**src/rtl/serial_alu_pkg.sv**
```systemverilog
// -----------------------------------------------------------------------------
// serial_alu_pkg
// Shared definitions for the bit-serial ALU: opcode values, the opcode field
// width and the FSM state type used by serial_alu_n.
// -----------------------------------------------------------------------------
package serial_alu_pkg;

  localparam int OPC_BITS = 3;

  localparam logic [OPC_BITS-1:0] OP_ADD  = 3'b000;
  localparam logic [OPC_BITS-1:0] OP_SUB  = 3'b001;
  localparam logic [OPC_BITS-1:0] OP_AND  = 3'b010;
  localparam logic [OPC_BITS-1:0] OP_OR   = 3'b011;
  localparam logic [OPC_BITS-1:0] OP_XOR  = 3'b100;
  localparam logic [OPC_BITS-1:0] OP_SHL  = 3'b101;
  localparam logic [OPC_BITS-1:0] OP_SHR  = 3'b110;
  localparam logic [OPC_BITS-1:0] OP_SLTU = 3'b111;

  typedef enum logic [3:0] {
    ST_IDLE     = 4'd0,
    ST_OPC      = 4'd1,
    ST_OPA      = 4'd2,
    ST_OPB      = 4'd3,
    ST_EXEC     = 4'd4,
    ST_TX_START = 4'd5,
    ST_TX_DATA  = 4'd6,
    ST_TX_C     = 4'd7,
    ST_TX_Z     = 4'd8
  } state_t;

endpackage

```
**src/rtl/serial_alu_core.sv**
```systemverilog
// -----------------------------------------------------------------------------
// serial_alu_core
// Purely combinational WIDTH-bit ALU. All arithmetic is unsigned and modulo
// 2^WIDTH.
//   op     : 3-bit opcode (see serial_alu_pkg)
//   a, b   : operands
//   result : operation result
//   c      : carry / borrow / shifted-out bit / SLTU result, depending on op
//   z      : 1 when result is all zeros
// -----------------------------------------------------------------------------
module serial_alu_core
  import serial_alu_pkg::*;
#(
  parameter int WIDTH = 8
) (
  input  logic [OPC_BITS-1:0] op,
  input  logic [WIDTH-1:0]    a,
  input  logic [WIDTH-1:0]    b,
  output logic [WIDTH-1:0]    result,
  output logic                c,
  output logic                z
);

  logic [WIDTH:0] sum;
  logic [WIDTH:0] diff;
  logic           a_lt_b;

  // One extra bit captures the carry-out of the add and the borrow of the
  // subtract.
  assign sum    = {1'b0, a} + {1'b0, b};
  assign diff   = {1'b0, a} - {1'b0, b};
  assign a_lt_b = diff[WIDTH];

  always_comb begin
    // NOTE: every output of a combinational block gets a default first so no
    // path through the case leaves it unassigned and infers a latch.
    result = '0;
    c      = 1'b0;
    case (op)
      OP_ADD:  begin result = sum[WIDTH-1:0];  c = sum[WIDTH];  end
      OP_SUB:  begin result = diff[WIDTH-1:0]; c = a_lt_b;      end
      OP_AND:  result = a & b;
      OP_OR:   result = a | b;
      OP_XOR:  result = a ^ b;
      OP_SHL:  begin result = {a[WIDTH-2:0], 1'b0}; c = a[WIDTH-1]; end
      OP_SHR:  begin result = {1'b0, a[WIDTH-1:1]}; c = a[0];       end
      OP_SLTU: begin result = {{(WIDTH-1){1'b0}}, a_lt_b}; c = a_lt_b; end
      default: begin result = '0; c = 1'b0; end
    endcase
  end

  assign z = (result == '0);

endmodule

```
**src/rtl/serial_alu_n.sv**
```systemverilog
// -----------------------------------------------------------------------------
// serial_alu_n
// Bit-serial ALU. Receives {start, opcode[2:0], A, B} on Data_in, one bit per
// clock, computes the result and returns {start, result, C, Z} on Data_out.
// Operand and result bits travel in MSB_FIRST order; the opcode is always MSB
// first. Both lines idle at 0.
//   Clock    : system clock, rising edge
//   Reset    : asynchronous, active-high; aborts any frame in progress
//   Data_in  : serial input frame
//   Data_out : serial output frame (registered)
//   Busy     : high from start-bit acceptance until the Z bit has been sent
//              (registered)
// -----------------------------------------------------------------------------
module serial_alu_n
  import serial_alu_pkg::*;
#(
  parameter int WIDTH     = 8,
  parameter bit MSB_FIRST = 1'b0
) (
  input  logic Clock,
  input  logic Reset,
  input  logic Data_in,
  output logic Data_out,
  output logic Busy
);

  localparam int CW = $clog2(WIDTH) + 1;

  state_t              state_q, state_d;
  logic [CW-1:0]       cnt_q,   cnt_d;
  logic [OPC_BITS-1:0] op_q,    op_d;
  logic [WIDTH-1:0]    a_q,     a_d;
  logic [WIDTH-1:0]    b_q,     b_d;
  logic [WIDTH-1:0]    res_q,   res_d;
  logic                c_q,     c_d;
  logic                z_q,     z_d;
  logic                dout_q,  dout_d;
  logic                busy_q,  busy_d;

  logic [WIDTH-1:0]    core_res;
  logic                core_c;
  logic                core_z;
  logic                cnt_zero;
  logic                tx_bit;
  logic [WIDTH-1:0]    res_shifted;

  serial_alu_core #(.WIDTH(WIDTH)) u_core (
    .op     (op_q),
    .a      (a_q),
    .b      (b_q),
    .result (core_res),
    .c      (core_c),
    .z      (core_z)
  );

  // Operand shift-in: the first bit received lands in the bit position the
  // chosen order assigns to it once the whole field has arrived.
  function automatic logic [WIDTH-1:0] shift_in(input logic [WIDTH-1:0] r,
                                                input logic             bit_in);
    if (MSB_FIRST) return {r[WIDTH-2:0], bit_in};
    else           return {bit_in, r[WIDTH-1:1]};
  endfunction

  assign cnt_zero    = (cnt_q == '0);
  assign tx_bit      = MSB_FIRST ? res_q[WIDTH-1] : res_q[0];
  assign res_shifted = MSB_FIRST ? {res_q[WIDTH-2:0], 1'b0}
                                 : {1'b0, res_q[WIDTH-1:1]};

  always_comb begin
    state_d = state_q;
    cnt_d   = cnt_q;
    op_d    = op_q;
    a_d     = a_q;
    b_d     = b_q;
    res_d   = res_q;
    c_d     = c_q;
    z_d     = z_q;
    dout_d  = 1'b0;
    busy_d  = 1'b1;

    case (state_q)
      ST_IDLE: begin
        // Busy follows the start bit directly, so it drops at the first IDLE
        // edge after the Z bit and rises again at the next accepted start.
        busy_d = Data_in;
        if (Data_in) begin
          state_d = ST_OPC;
          cnt_d   = CW'(OPC_BITS - 1);
        end
      end

      ST_OPC: begin
        op_d = {op_q[OPC_BITS-2:0], Data_in};
        if (cnt_zero) begin
          state_d = ST_OPA;
          cnt_d   = CW'(WIDTH - 1);
        end else begin
          cnt_d = cnt_q - 1'b1;
        end
      end

      ST_OPA: begin
        a_d = shift_in(a_q, Data_in);
        if (cnt_zero) begin
          state_d = ST_OPB;
          cnt_d   = CW'(WIDTH - 1);
        end else begin
          cnt_d = cnt_q - 1'b1;
        end
      end

      ST_OPB: begin
        b_d = shift_in(b_q, Data_in);
        if (cnt_zero) state_d = ST_EXEC;
        else          cnt_d   = cnt_q - 1'b1;
      end

      ST_EXEC: begin
        res_d   = core_res;
        c_d     = core_c;
        z_d     = core_z;
        state_d = ST_TX_START;
      end

      ST_TX_START: begin
        dout_d  = 1'b1;
        cnt_d   = CW'(WIDTH - 1);
        state_d = ST_TX_DATA;
      end

      ST_TX_DATA: begin
        dout_d = tx_bit;
        res_d  = res_shifted;
        if (cnt_zero) state_d = ST_TX_C;
        else          cnt_d   = cnt_q - 1'b1;
      end

      ST_TX_C: begin
        dout_d  = c_q;
        state_d = ST_TX_Z;
      end

      ST_TX_Z: begin
        dout_d  = z_q;
        state_d = ST_IDLE;
      end

      default: begin
        busy_d  = 1'b0;
        state_d = ST_IDLE;
      end
    endcase
  end

  // NOTE: the operand/result registers are ordinary flops, not memories, so
  // they are cleared by the asynchronous reset along with the control state.
  always_ff @(posedge Clock or posedge Reset) begin
    if (Reset) begin
      state_q <= ST_IDLE;
      cnt_q   <= '0;
      op_q    <= '0;
      a_q     <= '0;
      b_q     <= '0;
      res_q   <= '0;
      c_q     <= 1'b0;
      z_q     <= 1'b0;
      dout_q  <= 1'b0;
      busy_q  <= 1'b0;
    end else begin
      // NOTE: non-blocking assignments make every flop sample the values
      // from before the edge, independent of statement order.
      state_q <= state_d;
      cnt_q   <= cnt_d;
      op_q    <= op_d;
      a_q     <= a_d;
      b_q     <= b_d;
      res_q   <= res_d;
      c_q     <= c_d;
      z_q     <= z_d;
      dout_q  <= dout_d;
      busy_q  <= busy_d;
    end
  end

  assign Data_out = dout_q;
  assign Busy     = busy_q;

endmodule

```
**config.mk**
```make
export PLATFORM = sky130hd
export DESIGN_NAME = serial_alu_n
export DESIGN_NICKNAME = d
export VERILOG_FILES = /design/src/rtl/serial_alu_pkg.sv /design/src/rtl/serial_alu_core.sv /design/src/rtl/serial_alu_n.sv
export SDC_FILE = /design/constraint.sdc
export NUM_CORES = 1
export LEC_CHECK = 0
export CAP_MARGIN = 20
export CELL_PAD_IN_SITES_DETAIL_PLACEMENT = 1
export CELL_PAD_IN_SITES_GLOBAL_PLACEMENT = 1
export CORE_ASPECT_RATIO = 0.5
export CORE_MARGIN = 4
export CORE_UTILIZATION = 53
export CTS_BUF_LIST = sky130_fd_sc_hd__clkbuf_2
export DETAILED_ROUTE_END_ITERATION = 12
export PLACE_DENSITY_LB_ADDON = 0.1
export SYNTH_ARGS = -nofsm -noshare
export SYNTH_HDL_FRONTEND = slang
export SYNTH_SLANG_ARGS = --single-unit
```
**constraint.sdc**
```tcl
create_clock -name Clock -period 4.1 [get_ports Clock]
set_input_delay 1.025 -clock Clock [delete_from_list [all_inputs] [get_ports Clock]]
set_output_delay 1.025 -clock Clock [all_outputs]
set_load 0.05 [all_outputs]
```
# Word level (Yosys, flattened, before mapping)
# Cells that the tools add are included.
# Widths: inputs -> output; s select.
[op_classes]
mux = 15
bitwise = 3
n_addsub = 3
n_reduce_logical = 12
eq_ne = 21
[op_table]
columns = ["cell", "count"]
rows = [
  ["$pmux 8 s8", 1],
  ["$mux 4", 8],
  ["$pmux 4 s8", 1],
  ["$eq 4x3->1 const B", 4],
  ["$pmux 4 s4", 1],
  ["$pmux 8 s2", 1],
  ["$eq 3x3->1 const B", 4],
  ["$ne 2x2->1 const B", 6],
  ["$add 8x8->9", 1],
  ["$sub 8x8->9", 1],
  ["$and 8x8->8", 1],
  ["$eq 4x2->1 const B", 2],
  ["$logic_not 4->1", 2],
  ["$logic_not 8->1", 1],
  ["$or 8x8->8", 1],
  ["$pmux 1 s4", 2],
  ["$reduce_or 8->1", 1],
  ["$xor 8x8->8", 1],
  ["$eq 3x2->1 const B", 2],
  ["$reduce_or 2->1", 3],
  ["$reduce_and 5->1", 1],
  ["$eq 4x1->1 const B", 1],
  ["$eq 4x4->1 const B", 1],
  ["$reduce_bool 4->1", 1],
  ["other kinds (6)", 6],
]
[word_totals]
output_inout_bits = 2
ff_bits = 39
elab_cells = 64
input_bits = 3

# Logic depth before layout (Yosys ltp)
[logic_depth]
depth_word = 4
ltp_mapped = 10
ltp_nobuf = 10

# By module
# Synthesis repeated with hierarchy kept, for this count alone.
[unflattened]
hier_cells = 352
hier_area_um2 = 3223.1
[modules_own_cells]
columns = ["mod", "area_each_um2", "n_inst", "cells_per_inst"]
rows = [
  ["serial_alu_n", 1803.0, 1, 153],
  ["serial_alu_core", 1420.1, 1, 199],
]

# Worst setup path after synthesis
# Ideal clock, no wire load.
[synth_path]
kind = "reg-to-reg"
startpoint = "reg a_q[1]"
endpoint = "reg z_q"
t_required_ns = 4.005
n_path_buf = 0
t_arrival_ns = 2.470
period_less_slack_ns = 2.566
path_stages_with_launch = 10
path_slack_ns = 1.534
path_cell_list = "dfrtp_1 > inv_1 > ha_1 > o21ba_2 > o21bai_1 > mux2_2 > o21ai_1 > nand3_1 > or4b_1 > o31ai_1"
[synth_between]
elab_chain_cells = 3
word_cells_on_any_way = 7
cone_classes = "add/sub: 2; mux: 1; bitwise: 3; reduce/logical: 1"
[synth_lines]
columns = ["item", "line", "source"]
rows = [
  ["start, declared", "serial_alu_n.sv:32", "logic [WIDTH-1:0] a_q, a_d;"],
  ["start signal, assigned", "serial_alu_n.sv:162", "a_q <= '0;"],
  ["start signal, assigned", "serial_alu_n.sv:175", "a_q <= a_d;"],
  ["$sub 8x8->9, or another cell as far along", "serial_alu_core.sv:31", "assign diff = {1'b0, a} - {1'b0, b};"],
  ["$pmux 8 s8 (*)", "serial_alu_core.sv:39", "case (op)"],
  ["$logic_not 8->1 (*)", "serial_alu_core.sv:52", "assign z = (result == '0);"],
  ["end signal, assigned", "serial_alu_n.sv:179", "z_q <= z_d;"],
  ["end, declared", "serial_alu_n.sv:36", "logic z_q, z_d;"],
]
# Mark *: on every way between the ends. The rest lies on a longest branch, timed or not.
# A chain may end at the register's enable or synchronous reset.

# Worst setup path after layout
# Ends and elaborated chain as after synthesis.

==> impl_results.md <==
* CTS max path bufs at 2
* Register area share after synthesis at 0.317
* I/O Buffers at 4
* Worst slew pin tran at 0.999 ns
* Sink Count at 39
* Cell row count at 19
* CTS tree: done
* Synthesized area at 3080 sq um
* Max Cap Viol at 0
* Starting Density at 0.554
* Post-cts repair resize count at 0
* Num ports at 5
* Setup Skew at 0.0240 ns
* Routed vias at 2,806
* Core Area at around 5600 sq um
* Netlist cell types at 60
* Ys async rst share at 1.00
* Cts hold-fix bufs at 0
* #FFs+latches synth at 39
* Final Critical Period at 3.22 ns
* Hold crit path type: flip-flop to flip-flop
* Cts bufs inserted at 5
* Top-area cell type share of the netlist area at 0.317
* Fraction of the cycle the final worst path needs at 0.785
* Final slew viol count at 0
* Max_slew headroom at 0.334
* Post-CTS Setup Inserts at 0
* Outcome: finished, final reports clean
* Synthesized area per cell at 8.15 sq um
* WP data required at around 4.5 ns
* Final hold violation count at 0
* CP cell instances: inv_1 -> ha_1 -> a211oi_1 -> o21bai_1 -> a2111oi_0 -> nor4b_1 -> a211o_1 -> o31ai_1
* FMAX at 311 MHz
* Drt drc at 0
* Synth area leaders: dfrtp_1 32%, ha_1 10%, o21ai_0 7.2%, nand2_1 5.4%, nor2_1 4.9%
* Crit Path Max Fanout at 7
* Yosys Warn Count at 0
* Fillers at 692
* Mapped Cells at roughly 380
* Cell taking the most area after synthesis: dfrtp_1
* Grt ovf at 0
* Crit-path max cell delay at 0.74 ns
* Ys flop type: dfrtp_1
* TNS Setup at 0 ns
* Die height at 61.9 microns
* Clk Latency, worst-skew pair at roughly 0.47 ns
* ANT nets after route at 0
* CP startpoint kind: flip-flop
* Layout cells sized above 1 at 0.0668
* Chip width at 116 microns
* Dpl hpwl at 6340 microns
* Critical path arrival at 3.59 ns
* First-pass GRT wire length at 14,800 microns
* WL per Instance at 19.7 microns
* DR pass1 iterations at 4
* Crit Path Class: flip-flop to flip-flop
* All-Layer GR Usage at 0.271
* Layout area overhead at 4.14%
* RSZ-0062 raised after global routing: false
* Clock Root Buffer: clkbuf_2
* Final wirelength at roughly 8800 microns
* Setup crit end kind: flip-flop
* Vias in the first global route at a little under 3k
* CP max-delay cell: a2111oi_0
* Drt via density at 6.28
* Initial antenna violation count at 0
* H-tree depth at 2
* Die ar. at ~7200 sq um
* Ant diodes at 0
* GPL Wtd Cong at 0.978
* Clk pin slew, worst setup/hold paths at 0.25 ns
* Pin count of the biggest net entering global routing at 40
* Syn Nets at slightly above 400
* Starting DRT DRC Count at 319
* EDFF count, synth at 0
* Endpoints failing setup at 0
* Final net count at 403
[layout make-up]
class,instances,area [sq um],share of cell area
clock buffers,5,25.0,0.00780
multi-input cells,292,1900,0.593
repair buffers,7,62.6,0.0195
clock inverters,3,43.8,0.0137
well taps,73,91.3,0.0285
inverters,28,105,0.0328
flip-flops and latches,39,976,0.304
[metrics by stage]
stage | cell area, sq um | hold WS [ns] | cells | util | setup WS, ns
after global placement | 3130 | 0.461 | 438 | 0.563 | 1.15
after floorplan | 3080 | 0.445 | 378 | - | 1.53
after CTS | 3200 | 0.526 | 446 | 0.575 | 0.963
final | 3210 | 0.527 | 447 | 0.576 | 0.879
after detailed placement | 3130 | 0.476 | 438 | 0.563 | 1.06
after global routing | 3210 | 0.554 | 447 | 0.576 | 0.632
[layer usage]
| layer | wire (microns) | up-vias | global-route usage |
|---|---|---|---|
| met5 | 0 | - | 0 |
| met4 | 136 | 0 | 0.0826 |
| met3 | 594 | 17 | 0.0783 |
| met2 | 4020 | 79 | 0.442 |
| met1 | 4070 | 1394 | 0.356 |
| li1 | - | 1316 | - |
[worst max-delay path, delay by kind of cell (launching register included)]
family | cells | cell delay, ns
flops | 1 | 0.56
compound gates | 5 | 1.93
simple gates | 1 | 0.13
buf+inv | 1 | 0.14
fa+ha+maj | 1 | 0.35
[final timing paths]
| kind | startpoint | to | slack (ns) | depth (start not counted) |
|---|---|---|---|---|
| max in group asynchronous | Reset | res_q[4] | 2.77 | 3 |
| min reg2reg | res_q[1] | res_q[1] | 0.53 | 2 |
| min | res_q[1] | res_q[1] | 0.53 | 2 |
| max | a_q[1] | z_q | 0.88 | 8 |
| min in group asynchronous | Reset | op_q[2] | 0.95 | 3 |
| max reg2reg | a_q[1] | z_q | 0.88 | 8 |
[state kept, by name, indices dropped and copies added, names as in the netlist]
| signal | cells |
|---|---|
| b_q | 8 |
| Busy | 1 |
| c_q | 1 |
| op_q | 3 |
| a_q | 8 |
| cnt_q | 4 |
| state_q | 4 |
| Data_out | 1 |
| res_q | 8 |
| z_q | 1 |
[cell usage in the layout, fill, tap and decap left out, types with 2 or more instances in the layout]
cell	Yosys	routed
a2111oi_0	2	2
a211o_1	4	4
a211oi_1	5	5
a21oi_1	24	24
a221oi_1	3	3
a22o_1	2	2
a22oi_1	2	2
a31oi_1	2	2
and3_1	2	2
buf_4	4	3
clkbuf_2	0	5
clkdlybuf4s50_1	0	4
dfrtp_1	39	39
fa_1	2	2
ha_1	25	25
inv_1	27	27
mux2_2	7	7
mux2i_1	9	9
nand2_1	44	44
nand2b_1	6	6
nand3_1	3	3
nor2_1	40	40
nor2_2	2	2
nor2b_1	4	4
nor3_1	8	8
nor3b_1	2	2
nor4b_1	2	2
o211ai_1	5	5
o21a_1	4	4
o21ai_0	44	44
o21bai_1	4	4
o22ai_1	3	3
o31ai_1	2	2
or2_1	2	2
or3_1	2	2
xnor2_1	3	3
xor2_1	3	3
[Yosys cell counts (4+ instances only)]
library cell	count
nand2_1	44
o21ai_0	44
nor2_1	40
dfrtp_1	39
inv_1	27
ha_1	25
a21oi_1	24
clkbuf_1	11
mux2i_1	9
nor3_1	8
mux2_2	7
nand2b_1	6
a211oi_1	5
o211ai_1	5
a211o_1	4
buf_4	4
nor2b_1	4
o21a_1	4
o21bai_1	4
[logic make-up after synthesis]
family          share of synthesized area
mux                                0.0622
simple gates                        0.187
flops                               0.317
xor+xnor                           0.0171
buf+inv                            0.0650
compound gates                      0.237
fa+ha+maj                           0.115
Power is not shown: default switching activity piles up to over one toggle a cycle in this logic, so the estimate is an artifact.
